File: src/rtl/pipe_ctrl_pkg.sv
// pipe_ctrl_pkg: shared scoreboard entry, controller state and latency codes
package pipe_ctrl_pkg;
  localparam int SB_DST_W = 8;
  localparam int SB_LAT_W = 4;
  localparam logic [SB_LAT_W-1:0] LAT_ALU  = 4'd0;
  localparam logic [SB_LAT_W-1:0] LAT_LOAD = 4'd1;
  localparam logic [SB_LAT_W-1:0] LAT_EXT  = 4'd2;
  typedef enum logic [1:0] {RUN, FLUSH, DRAIN, HALTED} ctrl_state_t;
  typedef struct packed {
    logic                v;
    logic                we;
    logic [SB_DST_W-1:0] dst;
    logic [SB_LAT_W-1:0] lat;
  } sb_entry_t;
endpackage

File: src/rtl/fwd_match.sv
// fwd_match: youngest-producer match of one source address against the scoreboard
module fwd_match
  import pipe_ctrl_pkg::*;
#(
  parameter int DEPTH  = 3,
  parameter int ADDR_W = 5,
  parameter int SEL_W  = 2
) (
  input  logic [ADDR_W-1:0] addr,
  input  logic              re,
  input  sb_entry_t         sb [DEPTH],
  output logic              hit,
  output logic [SEL_W-1:0]  k,
  output logic              stall_req
);
  logic [SB_LAT_W-1:0] lat_k;
  // scan oldest to youngest so the youngest match overwrites; R0 never matches
  always_comb begin
    hit   = 1'b0;
    k     = '0;
    lat_k = '0;
    for (int i = DEPTH - 1; i >= 0; i--)
      if (re && addr != '0 && sb[i].v && sb[i].we && sb[i].dst == SB_DST_W'(addr)) begin
        hit   = 1'b1;
        k     = SEL_W'(i);
        lat_k = sb[i].lat;
      end
    stall_req = hit && (SB_LAT_W'(k) < lat_k);
  end
endmodule

File: src/rtl/fwd_hazard_ctrl.sv
// fwd_hazard_ctrl: decode-stage bypass select, load-use stall, flush window and halt drain
module fwd_hazard_ctrl
  import pipe_ctrl_pkg::*;
#(
  parameter int NUM_REGS    = 32,
  parameter int NUM_SRC     = 2,
  parameter int DEPTH       = 3,
  parameter int FLUSH_SLOTS = 2,
  parameter int LAT_W       = 2,
  localparam int ADDR_W     = $clog2(NUM_REGS),
  localparam int SEL_W      = $clog2(DEPTH + 1)
) (
  input  logic                      clk,
  input  logic                      rst,
  input  logic                      id_valid,
  input  logic [NUM_SRC*ADDR_W-1:0] id_src_addr,
  input  logic [NUM_SRC-1:0]        id_src_re,
  input  logic [ADDR_W-1:0]         id_dst_addr,
  input  logic                      id_we,
  input  logic [LAT_W-1:0]          id_lat,
  input  logic                      id_hlt,
  input  logic                      flow_change,
  output logic                      stall_if_id,
  output logic                      bubble_id_ex,
  output logic                      flush_id,
  output logic [NUM_SRC*SEL_W-1:0]  byp_sel,
  output logic                      halted
);
  ctrl_state_t         state, state_n;
  sb_entry_t           sb [DEPTH];
  sb_entry_t           sb_in;
  logic [2:0]          flush_cnt, flush_cnt_n;
  logic [SEL_W-1:0]    drain_cnt, drain_cnt_n;
  logic [NUM_SRC-1:0]  hit, stall_req;
  logic [SEL_W-1:0]    k [NUM_SRC];
  logic                run_like, halt_go, lu_stall, adv;
  for (genvar s = 0; s < NUM_SRC; s++) begin : g_match
    fwd_match #(.DEPTH(DEPTH), .ADDR_W(ADDR_W), .SEL_W(SEL_W)) u_match (
      .addr      (id_src_addr[s*ADDR_W +: ADDR_W]),
      .re        (id_src_re[s]),
      .sb        (sb),
      .hit       (hit[s]),
      .k         (k[s]),
      .stall_req (stall_req[s])
    );
  end
  // hazard outputs: flush beats halt beats load-use; drain and halted hold the front end
  always_comb begin
    run_like     = state == RUN || state == FLUSH;
    flush_id     = run_like && (flow_change || flush_cnt != '0);
    halt_go      = state == RUN && id_valid && id_hlt && !flush_id;
    lu_stall     = id_valid && |stall_req && !flush_id && !halt_go;
    stall_if_id  = state == DRAIN || state == HALTED || lu_stall;
    bubble_id_ex = flush_id || stall_if_id;
    adv          = id_valid && !bubble_id_ex;
    sb_in        = adv ? {1'b1, id_we, SB_DST_W'(id_dst_addr), SB_LAT_W'(id_lat)} : '0;
    halted       = state == HALTED;
  end
  // next state and counters; flow changes are ignored once a HLT is committed
  always_comb begin
    flush_cnt_n = !run_like ? flush_cnt : flow_change ? 3'(FLUSH_SLOTS - 1) :
                  flush_cnt != '0 ? flush_cnt - 3'd1 : flush_cnt;
    drain_cnt_n = halt_go ? SEL_W'(DEPTH - 1) :
                  (state == DRAIN && drain_cnt != '0) ? drain_cnt - SEL_W'(1) : drain_cnt;
    state_n     = (state == HALTED || (state == DRAIN && drain_cnt == '0)) ? HALTED :
                  (state == DRAIN || halt_go) ? DRAIN :
                  flush_cnt_n != '0 ? FLUSH : RUN;
  end
  // registers: FSM, counters, scoreboard shift and the bypass selects for the next EX
  always_ff @(posedge clk or posedge rst)
    if (rst) begin
      state     <= RUN;
      flush_cnt <= '0;
      drain_cnt <= '0;
      byp_sel   <= '0;
      for (int i = 0; i < DEPTH; i++) sb[i] <= '0;
    end else begin
      state     <= state_n;
      flush_cnt <= flush_cnt_n;
      drain_cnt <= drain_cnt_n;
      sb[0]     <= sb_in;
      for (int i = 1; i < DEPTH; i++) sb[i] <= sb[i-1];
      for (int s = 0; s < NUM_SRC; s++)
        byp_sel[s*SEL_W +: SEL_W] <= (adv && hit[s]) ? k[s] + SEL_W'(1) : '0;
    end
endmodule

File: config.mk
export PLATFORM = sky130hd
export DESIGN_NAME = fwd_hazard_ctrl
export DESIGN_NICKNAME = d
export VERILOG_FILES = /design/src/rtl/pipe_ctrl_pkg.sv /design/src/rtl/fwd_match.sv /design/src/rtl/fwd_hazard_ctrl.sv
export SDC_FILE = /design/constraint.sdc
export NUM_CORES = 1
export LEC_CHECK = 0
export CORE_MARGIN = 1
export CORE_UTILIZATION = 56
export CTS_CLUSTER_DIAMETER = 100
export CTS_CLUSTER_SIZE = 24
export DETAILED_ROUTE_END_ITERATION = 7
export PLACE_DENSITY = 0.84
export SLEW_MARGIN = 0
export SYNTH_ARGS = -nofsm -noshare
export SYNTH_HDL_FRONTEND = slang
export SYNTH_SLANG_ARGS = --single-unit
File: constraint.sdc
create_clock -name clk -period 13.8 [get_ports clk]
set_input_delay 3.45 -clock clk [delete_from_list [all_inputs] [get_ports clk]]
set_output_delay 3.45 -clock clk [all_outputs]
set_load 0.05 [all_outputs]
==> out/qor.csv <==
stage,metric,value,unit
run_status,status,"complete, no violations",
final_layout,share of cells above drive strength 1,11.1,%
global_routing,grt ovf,0,
worst_setup_path,CP Capture Type,output pin,
synth,#FFs+latches synth,38,
floorplanning,CORE AREA,3340,sq um
synth,Synth Warn #,0,
clock_tree,TritonCTS Buffers,5,
global_routing,first-pass GRT wire length,6620,um
synth,sequential share of the synthesized area,48.5,%
worst_setup_path,CP Depth,12,
clock_tree,post-CTS sizing,0,
route,initial DRC count,90,
sta,Tcrit/Tclk final,80.8,%
synth,post-synth top area share,48.5,%
synth,Post-synth EDFFs,0,
worst_setup_path,Buf/Inv on CP,2,
worst_setup_path,reg-to-reg endpoint,byp_sel[3],
clock_tree,clock slew at reported path FFs,0.10,ns
flow_run,MaxCap Viol Count,0,
sta,measured slew at the worst slew-check pin,0.856,ns
synth,top area cells in the synthesized netlist,"dfrtp_1 (49%), xnor2_1 (11%), ha_1 (3.8%)",
synth,Synthesized Nets,219,
sta,Slew headroom,42.9,%
global_routing,pin count of the biggest net entering global routing,39,
worst_setup_path,reg2reg setup slack,10.46,ns
clock_tree,worst skew pair latency,0.34,ns
worst_setup_path,CP Data Required Time,10.35,ns
worst_setup_path,end point of the critical path,stall_if_id,
route,routed wire length,3980,um
power,PD cells,129,nW/um^2
clock_tree,Post-CTS Repair Setup Buffers,0,
worst_setup_path,Worst path max stage delay,0.80,ns
final_layout,# diodes,0,
min_path,hold depth,0,
floorplanning,Die Wd,61.2,um
global_routing,GRT Util Overall,25.0,%
clock_tree,H-tree Lvls,2,
floorplanning,Die Y,61.2,um
worst_setup_path,worst reg2reg path startpoint,sb[18],
power,static leakage,1.00,nW
sta,min Tclk post-route,11.15,ns
clock_tree,"Hold-fix buffers, CTS",0,
placement,I/O Buffers,32,
floorplanning,Starting Density,58.8,%
min_path,Hold Crit Class,reg2reg,
final_layout,final instance area,2400,sq um
synth,"Top FF cell, synth",dfrtp_1,
floorplanning,area of the die,3740,sq um
global_routing,vias in the first global route,1532,
worst_setup_path,cell breakdown of the critical path,clkdlybuf4s50_1 -> or4_1 -> o21ai_2 -> or4_1 -> nand3_1 -> o21ai_0 -> mux2i_1 -> ha_1 -> or2_2 -> o32ai_2 -> or2_2 -> clkdlybuf4s50_1,
sta,Worst Skew,0.0115,ns
power,maximum VDD drop,0.118,mV
worst_setup_path,crit path launch type,input port,
route,DR WL/cell,14.6,um
synth,Mapped Area,1960,sq um
synth,Netlist cell types,42,
final_layout,post-layout net count,256,
synth,"count leader, synth",dfrtp_1,
route,Pre-antenna DRT Iters,4,
floorplanning,Row Count,21,
clock_tree,CTS sink cnt,38,
worst_setup_path,"delay-heaviest family, CP",simple AND/OR/NAND/NOR gates,
worst_setup_path,CP startpoint,id_src_addr[1],
route,drt drc,0,
worst_setup_path,"Max FO, Critical Path",13,
worst_setup_path,CP max stage cell,clkdlybuf4s50_1,
sta,TNS Setup,0,ns
sta,setup repair after global routing missed its margin,false,
route,vias per inst,5.57,
worst_setup_path,R2R depth,9,
placement,Placement Cell Area,2330,sq um
route,antenna-violating nets left,0,
floorplanning,I/O pin cnt,33,
route,detailed-route via count,1514,
worst_setup_path,crit path DAT,7.70,ns
synth,"Avg Cell Area, Syn",10.4,sq um
final_layout,Area Overhead vs Synth,22.7,%
synth,Synth area leader,dfrtp_1,
placement,detailed placement HPWL,3100,um
clock_tree,CTS tree,yes,
synth,Synth top cells by count,"dfrtp_1 (38), xnor2_1 (24), nor2_1 (19)",
synth,Post-synth ARST share,100,%
sta,f_max,0.0897,GHz
placement,Placer Congestion,0.929,
worst_setup_path,kind of critical path,in2out,
clock_tree,Max clock buf depth,2,
sta,Finish-stage setup viols,0,
power,"Power, Total",309,uW
sta,Max Slew Vio Count,0,
sta,Final Hold Fails,0,
clock_tree,clock root buffer,clkbuf_4,
global_routing,initial antenna violation count,0,
synth,Gate Count Post-Synth,188,
cells by family after synthesis:
kind of cell / after synthesis / synth area share, %
XOR/XNOR: 31 / 13.8
flip-flops: 38 / 48.5
AO/OA/AOI/OAI: 24 / 10.5
multiplexers: 1 / 0.511
adder cells (fa/ha/maj): 6 / 3.83
AND/OR/NAND/NOR: 74 / 19.7
buffers and inverters: 14 / 3.13
worst min path at each step:
| stage | from | endpoint | slack (ns) |
|---|---|---|---|
| after global placement | sb[14] | sb[0] | 0.33 |
| after CTS | sb[14] | sb[0] | 0.37 |
| after floorplan | sb[14] | sb[0] | 0.33 |
| after global routing | sb[14] | sb[0] | 0.38 |
| final | sb[14] | sb[0] | 0.37 |
| after detailed placement | sb[14] | sb[0] | 0.34 |
metrics by stage:
step,instances,hold slack [ns],setup slack [ns],util [%]
6_report,272,0.365,2.65,72.1
5_1_grt,272,0.378,2.45,72.1
4_1_cts,272,0.368,2.68,72.1
3_5_place_dp,264,0.345,2.70,69.7
3_3_place_gp,264,0.334,2.86,69.7
2_1_floorplan,188,0.331,4.40,-
final cells by class:
type | instances | area, sq um
sequential | 38 | 951
multi-input combinational | 136 | 948
fill | 247 | 932
timing repair buffer | 33 | 328
clock buffer | 8 | 78.8
tap | 46 | 57.6
inverter | 11 | 41.3
cells in the final DEF, fill, tap and decap left out, drive strengths merged, types with 2 or more instances in the layout:
| cell type | count |
|---|---|
| a21oi | 4 |
| nand3 | 2 |
| inv | 11 |
| ha | 6 |
| a31oi | 2 |
| nor3 | 6 |
| xor2 | 7 |
| or3 | 3 |
| or2 | 4 |
| o41ai | 2 |
| nand2 | 16 |
| xnor2 | 24 |
| nor4 | 4 |
| clkbuf | 8 |
| nor2 | 19 |
| nand2b | 5 |
| or4 | 5 |
| nand4 | 5 |
| o21ai | 7 |
| nor3b | 2 |
| dfrtp | 38 |
| clkdlybuf4s50 | 32 |
routing by layer:
layer  global-route usage [%]  wire, um  up-vias
met5                        0         0        -
met4                     10.4        78        0
met3                     7.14       201       11
met2                     39.9      1960       40
met1                     32.0      1740      743
li1                         -         -      720
where the power goes:
part	switching (mW)	leakage [nW]	internal, mW	total [mW]
clock	0.0353	0.0446	0.0348	0.0702
sequential	0.0125	0.515	0.124	0.137
combinational	0.0579	0.443	0.0446	0.103
total	0.106	1.00	0.203	0.309
flip-flops by register name (all words and copies together) (netlist names):
register	flops
state	2
sb	27
flush_cnt	3
byp_sel	4
drain_cnt	2
Note: power is estimated with default switching activity, not from simulation.
==> patch 1 (config.mk and constraints unchanged) <==
Re-encode `ctrl_state_t` (4 states) as Gray code, 2 bits wide.
--- a/src/rtl/pipe_ctrl_pkg.sv
+++ b/src/rtl/pipe_ctrl_pkg.sv
@@ -6,5 +6,5 @@
   localparam logic [SB_LAT_W-1:0] LAT_LOAD = 4'd1;
   localparam logic [SB_LAT_W-1:0] LAT_EXT  = 4'd2;
-  typedef enum logic [1:0] {RUN, FLUSH, DRAIN, HALTED} ctrl_state_t;
+  typedef enum logic [1:0] {RUN = 2'b00, FLUSH = 2'b01, DRAIN = 2'b11, HALTED = 2'b10} ctrl_state_t;
   typedef struct packed {
     logic                v;
Formal check against the unedited RTL: same outputs for any inputs over 10 cycles, from zero or initial values and one cycle with rst high; not proved beyond that.
==> patch 1 against the unedited design <==
  * Synthesized cell count down 1.1%
  * Global-route usage up 1.5 points
  * Sequential share of layout area down 0.33 points
  * Total power up 6.3%
  * Combinational power down 5%
  * First-iteration DRC count up 14%
  * Fmax down 0.44%
  * Design area up 0.83%
  * Sequential cell count unchanged
  * Worst setup slack worse by 0.049 ns
  * Synthesized area down 0.38%
  * Clock power up 36%
  * Wire length up 5.9%
  * Largest cell class unchanged
==> patch 1: results (changes against the unedited design) <==
* Result of the run: completed
* Final standard cell count with taps included and fillers excluded: 270 (-0.74%)
* Post-place setup slack: 2.666 ns (-0.02921 ns)
- The number of placed cells counting well taps came to 262 (-0.76%).
- The half-perimeter wire length after placement is 3196 microns (+3.0%).
* Worst min-delay path class: register to register
- Leading post-synthesis cells by instance count: dfrtp_1 (38), xnor2_1 (24), nor2_1 (18)
* Vias after detailed routing: 1,504 (-0.66%)
- Data arrival time at the worst-slack endpoint: 7.75 ns (+0.05 ns)
- The area share of fa/ha/maj cells after synthesis came to 3.844% (+0.015 points).
* Post-route clock skew: 0.01135 ns (-0.0001180 ns)
- Net Count, Synth: 217 (-0.91%)
* Post-synthesis compound-gate area fraction: 9.930% (-0.60 points)
- Multiplexer area fraction after synthesis: 0.5125% (+0.0020 points)
- The peak supply drop is 163.4 uV (+38%).
* Worst-case clock buffer depth: 2 (unchanged)
- Layout Nets: 254 (-0.78%)
* First-pass GRT wire length: 6982 microns (+5.4%)
- Timing startpoint of the critical path: id_src_addr[0]
* Min Clock Period, post-route: 11.20 ns (+0.04916 ns)
* Fill cell total of the finished layout: 253 (+2.4%)
- Count of mapped cells out of synthesis: 186 (-1.1%)
- Initial antenna violation count: 0 (unchanged)
- The relative slew slack is 43.02% (+0.085 points).
* Total Wirelength: 4213 microns (+5.9%)
- Fraction of the yosys area taken by sequential cells: 48.69% (+0.19 points)
- Total global-route track usage: 26.45% (+1.5 points)
- Worst-skew pair later-pin latency: 0.36 ns (+0.02 ns)
* Layout cells sized above 1: 10.71% (-0.35 points)
- Lkg Pwr: 1.007 nW (+0.46%)
- Minimum setup slack among reg-to-reg paths: 10.42 ns (-0.04 ns)
* Iteration-0 DRC count of the detailed router: 103 (+14%)
* Clock slew seen by the registers of the worst setup and hold paths: ~0.11 ns
* Reg2reg start: sb[4]
- Cell depth of the worst flop-to-flop path: 10 (+1)
- The xor and xnor fraction of the mapped netlist area came to 13.90% (+0.053 points).
==> patch 1: power breakdown <==
part	switching (mW)	internal, mW
clock network	0.0386	0.0566
logic	0.0558	0.0417
registers	0.0124	0.124
==> patch 1: cell type report <==
cell class	instances	area (sq um)	share of cell area, %
multi-input combinational	134	940.9	38.80
clock buffer	5	37.54	1.548
tap	46	57.56	2.374
timing repair buffer	33	327.8	13.52
sequential	38	950.9	39.22
clock inverter	3	68.82	2.838
inverter	11	41.29	1.703
==> patch 1: how the worst min path moves through the flow <==
stage                start  cells past startpoint     to  slack (ns)
global placement    sb[14]                      0  sb[0]        0.34
CTS                 sb[14]                      0  sb[0]        0.37
global route        sb[14]                      0  sb[0]        0.39
finish              sb[14]                      0  sb[0]        0.37
detailed placement  sb[14]                      0  sb[0]        0.35
floorplan           sb[14]                      0  sb[0]        0.33
==> patch 1: cells by family after synthesis <==
logic type,count (synthesis)
multiplexers,1
adder cells (fa/ha/maj),6
flip-flops,38
AO/OA/AOI/OAI,23
XOR/XNOR,31
buffers and inverters,14
AND/OR/NAND/NOR,73
==> patch 1: through the flow <==
step	hold WS (ns)	cell area, sq um	utilization [%]
after CTS	0.3731	2425	72.67
after floorplan	0.3312	1953	-
final	0.3671	2425	72.67
after global placement	0.3358	2318	69.48
after detailed placement	0.3516	2318	69.48
after global routing	0.3948	2425	72.67
==> patch 1: layer usage <==
metal | track usage, % | part of all wire, % | vias to the layer above
met4 | 9.416 | 2.5 | 0
met5 | 0 | 0 | -
met3 | 7.983 | 4.4 | 16
met1 | 33.70 | 43 | 727
li1 | - | - | 719
met2 | 42.86 | 50 | 42
==> patch 1: critical path: stages <==
cell	delay (ns)
clkdlybuf4s50_1	0.61
xnor2_1	0.16
nand4_1	0.12
nor4_1	0.73
nand3_1	0.16
o21ai_0	0.12
mux2i_1	0.11
ha_1	0.19
or2_2	0.31
o32ai_2	0.75
or2_2	0.23
clkdlybuf4s50_1	0.79
==> patch 2 (same settings) <==
Made on the original files. `NUM_SRC`: 2 -> 4.
--- a/src/rtl/fwd_hazard_ctrl.sv
+++ b/src/rtl/fwd_hazard_ctrl.sv
@@ -4,5 +4,5 @@
 #(
   parameter int NUM_REGS    = 32,
-  parameter int NUM_SRC     = 2,
+  parameter int NUM_SRC     = 4,
   parameter int DEPTH       = 3,
   parameter int FLUSH_SLOTS = 2,
Ports: changed (resized byp_sel, id_src_addr and id_src_re); port bits go from 33 to 49. No check against the original RTL was run, so the function may have changed too.
==> patch 2 against the unedited design <==
  * The run now ends with DRC left
  * Wire length rose by 69%
  * Register-to-register slack got worse by 0.69 ns
  * Synthesized area up 37%
  * Total power up 17%
  * Synthesized cell count rose by 46%
  * Design area is 38% higher
  * Sequential cell count increased by 4
  * Worst setup slack got worse by 0.48 ns
  * First-iteration DRC count grew 96%
  * Via count rose by 49%
  * Clock skew decreased by 0.0035 ns
  * Critical path type unchanged
  * Critical endpoint unchanged
  * Highest routed layer unchanged
==> patch 2: results (changes against the unedited design) <==
* Result of the run: complete, but fails checks
- Iteration-0 DRC count of the detailed router: 176 (+96%)
- First-pass GRT wire length: 11,520 microns (+74%)
- The standard cell area after detailed placement came to 3192 sq um (+37%).
- Post-route clock skew: 0.008006 ns (-0.003459 ns)
- The slowest stage of the critical path is the o31a_1 cell.
- Leading post-synthesis cells by instance count: xnor2_1 (46), dfrtp_1 (42), xor2_1 (15)
- Total global-route track usage: 29.61% (+4.6 points)
- Count of mapped cells out of synthesis: 274 (+46%)
- Clock buf count: 5 (-3)
- Vias in the first global route: 2,374 (+55%)
- Relative to the synthesized area, the layout overhead comes to 22.84%.
* Avg Synthesized Cell Area: 9.836 sq um (-5.7%)
- The final reports fail on DRC.
- Post-route core utilization: 73.99% (+1.9 points)
- The number of remaining DRC errors came to 2 (+2).
- The CTS clock-pin slew for the worst setup and hold paths is 0.08 ns (-0.02 ns).
- Data arrival time at the worst-slack endpoint: 8.18 ns (+0.48 ns)
* Final RePlAce weighted congestion: 0.9166 (-1.4%)
* Worst-skew pair later-pin latency: 0.30 ns (-0.04 ns)
* Unique masters post-synth: 46 (+9.5%)
- Fill cell total of the finished layout: 325 (+32%)
- Highest ir drop seen on vdd: 91.28 uV (-23%)
* Capturing point of the worst reg2reg path: byp_sel[6]
- Timing startpoint of the critical path: id_src_addr[10]
- Cell depth of the worst flop-to-flop path: 10 (+1)
* Slew @ Worst Pin: 0.9376 ns (+0.08159 ns)
==> patch 2: cell types whose count changed in the layout (fill, tap and decap cells not counted), sizes merged, moves of 6 or more <==
cell and delta:
nor4 +8, nor3b +6, clkdlybuf4s50 +16, nor2 -6
nand4 +6, xnor2 +22, xor2 +8, or4 +8
==> patch 2: per-layer routing <==
layer / vias to the layer above / track usage [%] / wire (microns)
met1: 1111 / 38.47 / 2927
met3: 17 / 5.626 / 294
met2: 62 / 51.01 / 3416
li1: 1068 / - / -
met4: 0 / 7.778 / 100
met5: - / 0 / 0
==> patch 2: kinds of logic (layout without fill, tap and decap cells) <==
kind of cell	count (synthesis)	count (layout)	share of synthesized area, %
buffers and inverters	24	70	3.900
adders and majority gates	8	8	3.714
and+or+nand+nor	100	100	23.54
xor gates and xnor gates	61	61	19.82
muxes	3	3	1.114
AOI/OAI and AO/OA	36	36	8.914
DFF	42	42	39.00
==> patch 2: report_power, final <==
group	switching, mW	internal (mW)
combinational	0.0618	0.0515
clock	0.0437	0.0542
sequential	0.0166	0.135
